[config.mk]
export PLATFORM = sky130hd
export DESIGN_NAME = rsa_msg_sequencer
export DESIGN_NICKNAME = d
export VERILOG_FILES = /design/src/rtl/rsa_msg_sequencer.sv
export SDC_FILE = /design/constraint.sdc
export NUM_CORES = 1
export LEC_CHECK = 0
export CORE_AREA = 4 4 604 606
export CTS_CLUSTER_DIAMETER = 200
export DETAILED_ROUTE_END_ITERATION = 10
export DIE_AREA = 0 0 608 610
export SETUP_SLACK_MARGIN = 0.2
export SYNTH_ARGS = -nofsm -noshare
export SYNTH_HDL_FRONTEND = slang
export SYNTH_SLANG_ARGS = --single-unit
[constraint.sdc]
create_clock -name clk -period 25.6 [get_ports clk]
set_input_delay 5.12 -clock clk [delete_from_list [all_inputs] [get_ports clk]]
set_output_delay 5.12 -clock clk [all_outputs]
set_load 0.005 [all_outputs]
[src/rtl/rsa_msg_sequencer.sv]
// rsa_msg_sequencer
// Host-side sequencer for an RSA modular-exponentiation core. It resets the
// core's key generator, waits for key generation to settle, then accepts one
// message at a time, runs it through the core, and returns the 2*WIDTH result
// (or a timeout indication) on a valid/ready result channel.
//
// Optional feature, enabled by defining RSA_LOOPBACK_CHECK_EN:
//   every successful encryption is immediately decrypted again by the core,
//   and the sticky check_fail flag is raised if the round trip does not
//   reproduce the original plaintext (or if that decryption times out).
//   The host still receives the ciphertext.
// With the macro undefined the loopback states do not exist and check_fail
// is tied low.

module rsa_msg_sequencer #(
   parameter int WIDTH    = 256,
   parameter int KEY_WAIT = 1024,
   parameter int TIMEOUT  = 65535
) (
   input  logic                 clk,
   input  logic                 reset,

   input  logic                 in_valid,
   output logic                 in_ready,
   input  logic [WIDTH-1:0]     in_data,
   input  logic                 in_encrypt,

   output logic                 out_valid,
   input  logic                 out_ready,
   output logic [2*WIDTH-1:0]   out_data,
   output logic                 out_encrypt,
   output logic                 out_error,

   output logic [WIDTH-1:0]     core_msg,
   output logic                 core_encrypt_decrypt,
   output logic                 core_key_rst,
   output logic                 core_exp_rst,

   input  logic                 core_finish,
   input  logic [2*WIDTH-1:0]   core_result,

   output logic                 busy,
   output logic                 check_fail
);

   // A zero wait or timeout makes no sense; clamp so the counters stay legal.
   localparam int KW      = (KEY_WAIT < 1) ? 1 : KEY_WAIT;
   localparam int TW      = (TIMEOUT < 1) ? 1 : TIMEOUT;
   localparam int CNT_MAX = (KW > TW) ? KW : TW;
   localparam int CW      = $clog2(CNT_MAX + 1);

   // Last count value of each timed phase; the phase ends when it is reached.
   localparam logic [CW-1:0] KEY_LAST  = CW'(KW - 1);
   localparam logic [CW-1:0] RUN_LAST  = CW'(TW - 1);
   localparam logic [CW-1:0] LOAD_LAST = CW'(1);

   typedef enum logic [2:0] {
      ST_KEY_INIT,
      ST_KEY_WAIT,
      ST_IDLE,
      ST_LOAD,
      ST_RUN,
      ST_DONE
`ifdef RSA_LOOPBACK_CHECK_EN
      ,
      ST_LB_LOAD,
      ST_LB_RUN
`endif
   } state_t;

   state_t               state_q, state_d;
   logic [CW-1:0]        count_q, count_d;
   logic [CW-1:0]        countInc;
   logic [WIDTH-1:0]     coreMsg_q, coreMsg_d;
   logic                 coreEnc_q, coreEnc_d;
   logic                 encrypt_q, encrypt_d;
   logic [2*WIDTH-1:0]   result_q, result_d;
   logic                 error_q, error_d;
   logic                 inRun;

`ifdef RSA_LOOPBACK_CHECK_EN
   logic [WIDTH-1:0]     plain_q, plain_d;
   logic                 checkFail_q, checkFail_d;
`endif

   // Saturating increment shared by every timed phase; it never wraps to 0,
   // which also keeps the "first RUN cycle" test (count == 0) unambiguous.
   assign countInc = (count_q == {CW{1'b1}}) ? count_q : count_q + CW'(1);

   // Next-state and datapath-register update for the request sequencer.
   always_comb begin
      state_d   = state_q;
      count_d   = count_q;
      coreMsg_d = coreMsg_q;
      coreEnc_d = coreEnc_q;
      encrypt_d = encrypt_q;
      result_d  = result_q;
      error_d   = error_q;
`ifdef RSA_LOOPBACK_CHECK_EN
      plain_d     = plain_q;
      checkFail_d = checkFail_q;
`endif

      case (state_q)
         ST_KEY_INIT: begin
            state_d = ST_KEY_WAIT;
            count_d = '0;
         end

         ST_KEY_WAIT: begin
            if (count_q >= KEY_LAST) begin
               state_d = ST_IDLE;
               count_d = '0;
            end else begin
               count_d = countInc;
            end
         end

         ST_IDLE: begin
            if (in_valid) begin
               coreMsg_d = in_data;
               coreEnc_d = in_encrypt;
               encrypt_d = in_encrypt;
`ifdef RSA_LOOPBACK_CHECK_EN
               plain_d   = in_data;
`endif
               state_d   = ST_LOAD;
               count_d   = '0;
            end
         end

         ST_LOAD: begin
            if (count_q >= LOAD_LAST) begin
               state_d = ST_RUN;
               count_d = '0;
            end else begin
               count_d = countInc;
            end
         end

         ST_RUN: begin
            if ((count_q != '0) && core_finish) begin
               result_d = core_result;
               error_d  = 1'b0;
               count_d  = '0;
`ifdef RSA_LOOPBACK_CHECK_EN
               if (encrypt_q) begin
                  state_d   = ST_LB_LOAD;
                  coreMsg_d = core_result[WIDTH-1:0];
                  coreEnc_d = 1'b0;
               end else begin
                  state_d = ST_DONE;
               end
`else
               state_d = ST_DONE;
`endif
            end else if (count_q >= RUN_LAST) begin
               result_d = '0;
               error_d  = 1'b1;
               state_d  = ST_DONE;
               count_d  = '0;
            end else begin
               count_d = countInc;
            end
         end

         ST_DONE: begin
            if (out_ready) begin
               state_d = ST_IDLE;
            end
         end

`ifdef RSA_LOOPBACK_CHECK_EN
         ST_LB_LOAD: begin
            if (count_q >= LOAD_LAST) begin
               state_d = ST_LB_RUN;
               count_d = '0;
            end else begin
               count_d = countInc;
            end
         end

         ST_LB_RUN: begin
            if ((count_q != '0) && core_finish) begin
               if (core_result != {{WIDTH{1'b0}}, plain_q}) begin
                  checkFail_d = 1'b1;
               end
               state_d = ST_DONE;
               count_d = '0;
            end else if (count_q >= RUN_LAST) begin
               checkFail_d = 1'b1;
               state_d     = ST_DONE;
               count_d     = '0;
            end else begin
               count_d = countInc;
            end
         end
`endif

         default: begin
            state_d = ST_KEY_INIT;
            count_d = '0;
         end
      endcase
   end

   // State and datapath registers; reset discards any request in flight.
   always_ff @(posedge clk or posedge reset) begin
      if (reset) begin
         state_q   <= ST_KEY_INIT;
         count_q   <= '0;
         coreMsg_q <= '0;
         coreEnc_q <= 1'b0;
         encrypt_q <= 1'b0;
         result_q  <= '0;
         error_q   <= 1'b0;
`ifdef RSA_LOOPBACK_CHECK_EN
         plain_q     <= '0;
         checkFail_q <= 1'b0;
`endif
      end else begin
         state_q   <= state_d;
         count_q   <= count_d;
         coreMsg_q <= coreMsg_d;
         coreEnc_q <= coreEnc_d;
         encrypt_q <= encrypt_d;
         result_q  <= result_d;
         error_q   <= error_d;
`ifdef RSA_LOOPBACK_CHECK_EN
         plain_q     <= plain_d;
         checkFail_q <= checkFail_d;
`endif
      end
   end

   // The core only runs its exponentiation while one of the run states holds
   // its exponent reset low.
`ifdef RSA_LOOPBACK_CHECK_EN
   assign inRun = (state_q == ST_RUN) || (state_q == ST_LB_RUN);
   assign check_fail = checkFail_q;
`else
   assign inRun = (state_q == ST_RUN);
   assign check_fail = 1'b0;
`endif

   assign in_ready             = (state_q == ST_IDLE);
   assign busy                 = (state_q != ST_IDLE);
   assign out_valid            = (state_q == ST_DONE);
   assign out_data             = result_q;
   assign out_encrypt          = encrypt_q;
   assign out_error            = error_q;
   assign core_msg             = coreMsg_q;
   assign core_encrypt_decrypt = coreEnc_q;
   assign core_key_rst         = (state_q == ST_KEY_INIT);
   assign core_exp_rst         = !inRun;

endmodule

==> impl_metrics.toml <==
[floorplanning]
fp.dieW_um = 608
die_area_um2 = 371000
fp.dieH_um = 610
rows = 220
start_util = 0.0796
pin_count = 1551
coreArea_um2 = 359000

[pwr]
p_leak_nw = 21.8
ir_drop_mv = 0.0405
powerDensity_nw_per_um2 = 55.4

[setup_path]
arrival_ps = 9510
r2r-start = "count_q[10]"
timing.rr.end = "out_data[35]"
crit_type = "in -> reg"
ff2ff_setup_slack_ps = 20410
required_ps = 26310
r2r_cells = 9
startpoint_type = "input pin"
crit_path_max_fanout = 104
end_kind = "flip-flop"

[status]
status = "finished, final reports clean"

[clock_network]
clkTransAtPathRegs_ps = 50
cts_sinks = 789
clockBufferDepth = 4
cts_setup_buffers = 0
cts_tree = "built"
insertion_delay_ps = 830
cts_root_buffer = "clkbuf_16"
cts_buffers = 105
cts_resized = 0
htreeDepth = 3
postCtsHoldBufs = 0

[worst_hold_path]
whs_endpoint = "out_data[49]"
worstHoldStart = "out_data[49]"
holdCritPathClass = "reg -> reg"
whs_path_depth = 1

[global_routing]
grt_max_degree = 182
grt.overflow.total = 0
grt_pass1_vias = 25500
antenna_found_initial = 297
grt_usage = 0.144
grt_pass1_wl_um = 339000

[layout]
layout.cells.non_filler = 8271
multi_input_area_um2 = 8140
areaGrowthSynthToFinish_pct = 86.4
postLayoutCoreUtil = 0.148
drive_gt1_frac = 0.134
regArea_um2 = 19700
final_common_cell = "clkdlybuf4s50_1"
nNetsFinal = 4146
final_cell_mix = "1549 x clkdlybuf4s50_1, 789 x dfrtp_1, 512 x a22o_1, 257 x mux2_2, 106 x clkbuf_16"
fillers = 39800

[sta]
finalSetupViolCount = 0
relSlewSlack = 0.164
fin_crit_ps = 8800
clock_skew_ps = 60.0
final_hold_viol_count = 0
layout_setup_ws_ps = 16800
rsz0062_at_grt = "no"
fin_setup_tns_ps = 0
worst_pin_slew_ps = 1250
max_freq_mhz = 114
slew_viol_final = 0
fin_crit_sh = 0.344
holdWs_ps = 498

[logic_synthesis]
syn_area_per_cell_um2 = 15.6
synth_top_area_frac = 0.691
synth_area_leaders = "dfrtp_1 69%, a22o_1 16%, mux2_2 10%"
yosysTopAreaCell = "dfrtp_1"
synth-seq-area-share = 0.691
synthCells = 1829
synth-seq-cells = 789
synth_enable_flop_cells = 0
synth_warnings = 0
syn_nets = 2608
async_flop_share = 1.00
synth_ff_type = "dfrtp_1"
syn-cell-area_um2 = 28600
ys_types = 42

[placement]
port_buffers = 1549
dp.cells = 8033
dp_slack_ps = 16120
place_hpwl_um = 243000
place_congestion = 0.968

[detailed_routing]
vias_per_cell = 3.06
firstDrtPassIters = 5
num_vias = 25300
drt_iter0_markers = 1857
drc_errors = 0
wl_per_cell_um = 33.7
drt-total-wl_um = 279000
ant_nets = 0

[flow_run]
max_cap_viol_count = 0
-- routing by layer --
| metal | up-vias | wire [um] | global-route usage |
|---|---|---|---|
| met3 | 711 | 28800 | 0.0658 |
| met1 | 12800 | 98000 | 0.150 |
| li1 | 10100 | - | - |
| met2 | 1694 | 138000 | 0.250 |
| met4 | 26 | 14300 | 0.0606 |
| met5 | - | 179 | 0 |
-- worst max-delay path: stages --
cell and delay [ps]:
clkdlybuf4s50_1 500, o21ai_1 200, nor2_4 690, buf_4 740, buf_4 750, buf_4 910
a22o_1 300
-- cells by family after synthesis --
logic type	after synthesis	synth area share
muxes	257	0.101
adders and majority gates	5	0.00219
other	1	0.000131
xor gates and xnor gates	14	0.00429
and+or+nand+nor	76	0.0148
buffers and inverters	157	0.0244
AOI/OAI and AO/OA	530	0.162
DFF	789	0.691
-- Yosys cell counts (2+ instances only) --
master and number:
nand2_1 8, nor2_1 20, buf_4 2, clkbuf_1 52, nor3_1 10, nor3b_1 3, buf_2 75, a21oi_1 3
nor4_1 10, buf_1 16, inv_1 11, a22o_1 512, ha_1 5, xnor2_1 14, nand3_1 7, dfrtp_1 789
o21ai_0 6, mux2_2 257, nand4_1 6
-- per-stage QoR --
| stage | instance area [um2] | power [mW] |
|---|---|---|
| after CTS | 53100 | 3.02 |
| after floorplan | 28600 | 1.29 |
| after detailed placement | 49600 | 1.45 |
| after global placement | 49600 | 1.45 |
| after global routing | 53200 | 3.07 |
| final | 53200 | 2.95 |
-- registers in the layout, summed over array words and instances, names as in the netlist --
name	cells
state_q	3
core_msg	256
out_data	512
out_error	1
count_q	16
out_encrypt	1
-- worst max-delay path by stage --
stage	from	to	slack, ps	cells after the start
detailed placement	core_finish	out_data[53]	16120	7
floorplan	reset	core_msg[0]	9650	1
CTS	core_finish	out_data[53]	17030	7
global placement	core_finish	out_data[450]	16320	7
global route	core_finish	out_data[481]	16680	7
finish	core_finish	out_data[480]	16800	7
-- power by group --
group / switching, mW / internal (mW)
clock network: 0.634 / 0.894
logic: 0.0703 / 0.106
registers: 0 / 1.25
-- area by class of cell --
| class | instances | area share |
|---|---|---|
| Clock buffer | 143 | 0.0560 |
| Multi-Input combinational cell | 883 | 0.153 |
| Sequential cell | 789 | 0.371 |
| Antenna cell | 53 | 0.00249 |
| Inverter | 11 | 0.000846 |
| Clock inverter | 42 | 0.00898 |
| Timing Repair Buffer | 1577 | 0.296 |
| Tap cell | 4773 | 0.112 |
Note: power is estimated with default switching activity, not from simulation.
==> patch 1: new RTL, same settings <==
Take the reset off `result_q` and load it in a clocked block of its own.
--- a/src/rtl/rsa_msg_sequencer.sv
+++ b/src/rtl/rsa_msg_sequencer.sv
@@ -212,7 +212,6 @@
          coreMsg_q <= '0;
          coreEnc_q <= 1'b0;
          encrypt_q <= 1'b0;
-         result_q  <= '0;
          error_q   <= 1'b0;
 `ifdef RSA_LOOPBACK_CHECK_EN
          plain_q     <= '0;
@@ -224,13 +223,16 @@
          coreMsg_q <= coreMsg_d;
          coreEnc_q <= coreEnc_d;
          encrypt_q <= encrypt_d;
-         result_q  <= result_d;
          error_q   <= error_d;
 `ifdef RSA_LOOPBACK_CHECK_EN
          plain_q     <= plain_d;
          checkFail_q <= checkFail_d;
 `endif
       end
+   end
+
+   always_ff @(posedge clk) begin
+      result_q <= result_d;
    end
 
    // The core only runs its exponentiation while one of the run states holds
Check against the original RTL: not settled (the Yosys comparison gave no result); the edit may change what the design does.
==> patch 1 against the original RTL <==
- synthesized area increased by 3.8%
- final area rose by 2.4%
- critical path depth is 2 higher
- non-clock buffer count shrank 10
- sequential cell count did not move
- largest power group unchanged
- clock power is 4% higher
- power increased by 6.1%
- sequential power rose by 9%
- worst hold slack improved by 6.1 ps
- count of clock-buffer cells in the layout shrank 21
- routed wire length is 3.5% lower
- global-route usage fell by 0.53 points
- setup slack got worse by 1300 ps
==> patch 1: results (changes against the original RTL) <==
status complete, no violations; largest net degree at the start of global routing 234 (+29%); ys async rst share 35.1% (-65 points); Clock Skew 67.2 ps (+7.23 ps); adder-cell share of the synthesized area 0.211% (-0.0081 points); worst skew pair latency 890 ps (+60 ps); Num CTS Buffers 108 (+2.9%); Worst VDD drop 0.0491 mV (+21%); proportion of synthesized area in mux cells 9.76% (-0.37 points); post-synthesis compound-gate area fraction 0.325% (-16 points); Nets 4136 (-0.24%); Max-Slew Margin vs Limit 14.4% (-2.0 points); EDFF count, synth 512 (+512); synth unique cells 43 (+2.4%); final wirelength 269 mm (-3.5%); global-route wire length before repair 322 mm (-5.1%); Static Leak 19.4 nW (-11%); top cells by area, synth edfxtp_1 52%, dfrtp_1 23%, and2_1 11%; WP data arrival 10600 ps (+1090 ps); drt pass-1 iters 5 (unchanged); share of layout cells above drive strength 1 13.8% (+0.33 points); RD Place Congestion 0.971 (+0.27%); net count after synthesis 2551 (-2.2%); Worst R2R Path Depth 10 (+1); initial DRC count 1637 (-12%); placed instance area 50900 um2 (+2.5%); Seq/Total Area, Yosys 75.2% (+6.1 points); Top FF cell, synth edfxtp_1; worst-path fanout max 74 (-29%); vias per inst 2.81 (-8.0%); xor/xnor share of the synthesized area 0.443% (+0.014 points)
-- patch 1: cells by family after synthesis --
kind of cell,Yosys count
AOI/OAI and AO/OA,13
xor gates and xnor gates,15
adders and majority gates,5
buffers and inverters,99
DFF,789
muxes,257
other,1
and+or+nand+nor,593
-- patch 1: final timing paths --
check	startpoint	to	slack, ps
setup / recovery	core_finish	out_data[261]	15480
hold / removal	core_msg[191]	core_msg[191]	500
setup reg to reg	count_q[3]	out_data[261]	19030
hold reg to reg	core_msg[191]	core_msg[191]	500
max in group asynchronous	reset	count_q[15]	18480
min in group asynchronous	reset	core_msg[126]	4820
-- patch 1: report_power, final --
group          leakage (nW)  internal, mW  switching [mW]
sequential             8.51          1.36               0
clock                  1.76         0.913           0.676
combinational          9.13         0.124          0.0587
-- patch 1: layout make-up --
class                      instances  area (um2)
multi-input combinational        884        6890
clock inverter                    73         787
inverter                           7        33.8
tap                             4773        5970
fill                           39722      304000
sequential                       789       22300
clock buffer                     122        2810
antenna                           28        70.1
timing repair buffer            1567       15700
-- patch 1: metal layers --
layer	vias up	share of wire (%)	global-route usage [%]
met5	-	0.15	0
met4	62	3.7	4.08
met3	636	14	8.96
met2	1482	49	24.0
met1	11559	33	13.5
li1	9447	-	-
-- patch 1: through the flow --
step / setup slack (ps) / instances / utilization (%) / power (mW)
6_report: 15480 / 8243 / 15.2 / 3.13
5_1_grt: 15160 / 8231 / 15.2 / 3.25
4_1_cts: 15440 / 8215 / 15.2 / 3.21
3_5_place_dp: 14470 / 8020 / 14.2 / 1.57
3_3_place_gp: 14630 / 8020 / 14.2 / 1.57
2_1_floorplan: 6040 / 1772 / - / 1.43
-- patch 1: worst register-to-register path, delay by kind of cell (launching register included) --
kind / cells / cell delay [ps]
buffers and inverters: 5 / 4070
DFF: 1 / 460
and+or+nand+nor: 5 / 1670
==> patch 2: new RTL, same flow settings <==
Without the edit above. The option `RSA_LOOPBACK_CHECK_EN` is turned on by a define.
--- a/src/rtl/rsa_msg_sequencer.sv
+++ b/src/rtl/rsa_msg_sequencer.sv
@@ -12,6 +12,8 @@
 // With the macro undefined the loopback states do not exist and check_fail
 // is tied low.
 
+`define RSA_LOOPBACK_CHECK_EN
+
 module rsa_msg_sequencer #(
    parameter int WIDTH    = 256,
    parameter int KEY_WAIT = 1024,
Function: not settled (the Yosys comparison gave no result); the edit may change what the design does.
==> patch 2 against the original RTL <==
- combinational power rose by 84%
- routed wire length rose by 38%
- synthesized area rose by 53%
- worst hold slack got worse by 18 ps
- power rose by 39%
- final area rose by 32%
- setup slack improved by 24 ps
- sequential cell count rose by 258
- largest power group unchanged
==> patch 2: results (changes against the original RTL) <==
Synth top area share 60.1% (-9.0 points); Num CTS Buffers 147 (+40%); IO Port Bufs 1550 (+0.065%); placed instance area 65100 um2 (+31%); initial antenna violation count 177 (-40%); Place WS 15490 ps (-639 ps); vias per inst 3.85 (+26%); met2 GRT Util 36.4% (+11 points); top cells by area, synth dfrtp_1 60%, a22o_1 10%, mux2_2 6.7%; Final HPWL DP 329 mm (+35%); GRT Util Overall 20.0% (+5.6 points); synth unique cells 44 (+4.8%); hold path depth 2 (+1); Post-Layout Cell Count 9868 (+19%); Worst VDD drop 0.0393 mV (-2.9%); WP data arrival 9470 ps (-40 ps); met3 usage 6.65% (+0.062 points); ys async rst share 100% (unchanged); initial DRC count 2834 (+53%); final wirelength 385 mm (+38%); Inst Count DP 9557 (+19%); Seq/Total Area, Yosys 60.1% (-9.0 points); Avg Cell Area, Syn 12.9 um2 (-17%); Tightest Hold Check Type reg -> reg; Clock Skew 59.9 ps (-0.0180 ps); share of layout cells above drive strength 1 12.7% (-0.71 points); Worst R2R Path Depth 8 (-1); Top FF cell, synth dfrtp_1; worst-path fanout max 2 (-98%); top post-synthesis cells by count 1047 x dfrtp_1, 513 x a22o_1, 265 x nand2_1; met1 usage in global routing 20.2% (+5.2 points); Nets 5712 (+38%); largest net degree at the start of global routing 119 (-35%); net count after synthesis 4146 (+59%); Max-Slew Margin vs Limit 17.8% (+1.4 points); status complete, no violations; Static Leak 28.3 nW (+30%); Post-CTS Setup Bufs 0 (unchanged); period utilization 34.3% (-0.093 points); vias in the first global route 38978 (+53%); Clock H-tree levels 4 (+1); drt pass-1 iters 5 (unchanged); global-route wire length before repair 478 mm (+41%); RD Place Congestion 1.08 (+12%)
patch 2: critical path, stage by stage:
cell and delay, ps:
clkdlybuf4s50_1 440, nor4_1 850, nand4_1 330, nor4_2 1040
nand4_1 740, nor4_2 750, a31oi_1 170
patch 2: path summary, 6_finish.rpt:
path	start	end	slack (ps)
max in group asynchronous	reset	core_msg[181]	17290
min in group asynchronous	reset	out_data[407]	4770
hold reg to reg	core_msg[30]	core_msg[30]	480
setup reg to reg	count_q[10]	core_msg[60]	20220
setup / recovery	core_result[409]	check_fail	16820
hold / removal	core_msg[30]	core_msg[30]	480
patch 2: area by class of cell:
cell class	instances	area, um2
clock buffer	206	4200
inverter	8	33.8
timing repair buffer	1648	16300
fill	38955	289000
antenna	53	133
clock inverter	52	668
sequential	1047	26200
multi-input combinational	2081	16600
tap	4773	5970
patch 2: report_power, final:
part / total [mW] / leakage (nW) / internal (mW) / switching (mW)
combinational: 0.324 / 11.3 / 0.134 / 0.190
sequential: 1.66 / 14.6 / 1.66 / 0
clock: 2.13 / 2.38 / 1.26 / 0.874
patch 2: kinds of logic (layout without fill, tap and decap cells):
| family | after synthesis | after routing | synth area share [%] |
|---|---|---|---|
| flip-flops | 1047 | 1047 | 60.1 |
| AO/OA/AOI/OAI | 792 | 792 | 13.6 |
| multiplexers | 515 | 515 | 12.6 |
| AND/OR/NAND/NOR | 498 | 498 | 5.49 |
| XOR/XNOR | 271 | 271 | 5.45 |
| buffers and inverters | 239 | 1914 | 2.59 |
| adder cells (fa/ha/maj) | 5 | 5 | 0.144 |
| other | 0 | 53 | 0 |
patch 2: per-layer routing:
| layer | routed length (um) | up-vias |
|---|---|---|
| li1 | - | 15644 |
| met1 | 130000 | 19664 |
| met2 | 197000 | 1887 |
| met3 | 31100 | 722 |
| met4 | 25500 | 96 |
| met5 | 630 | - |
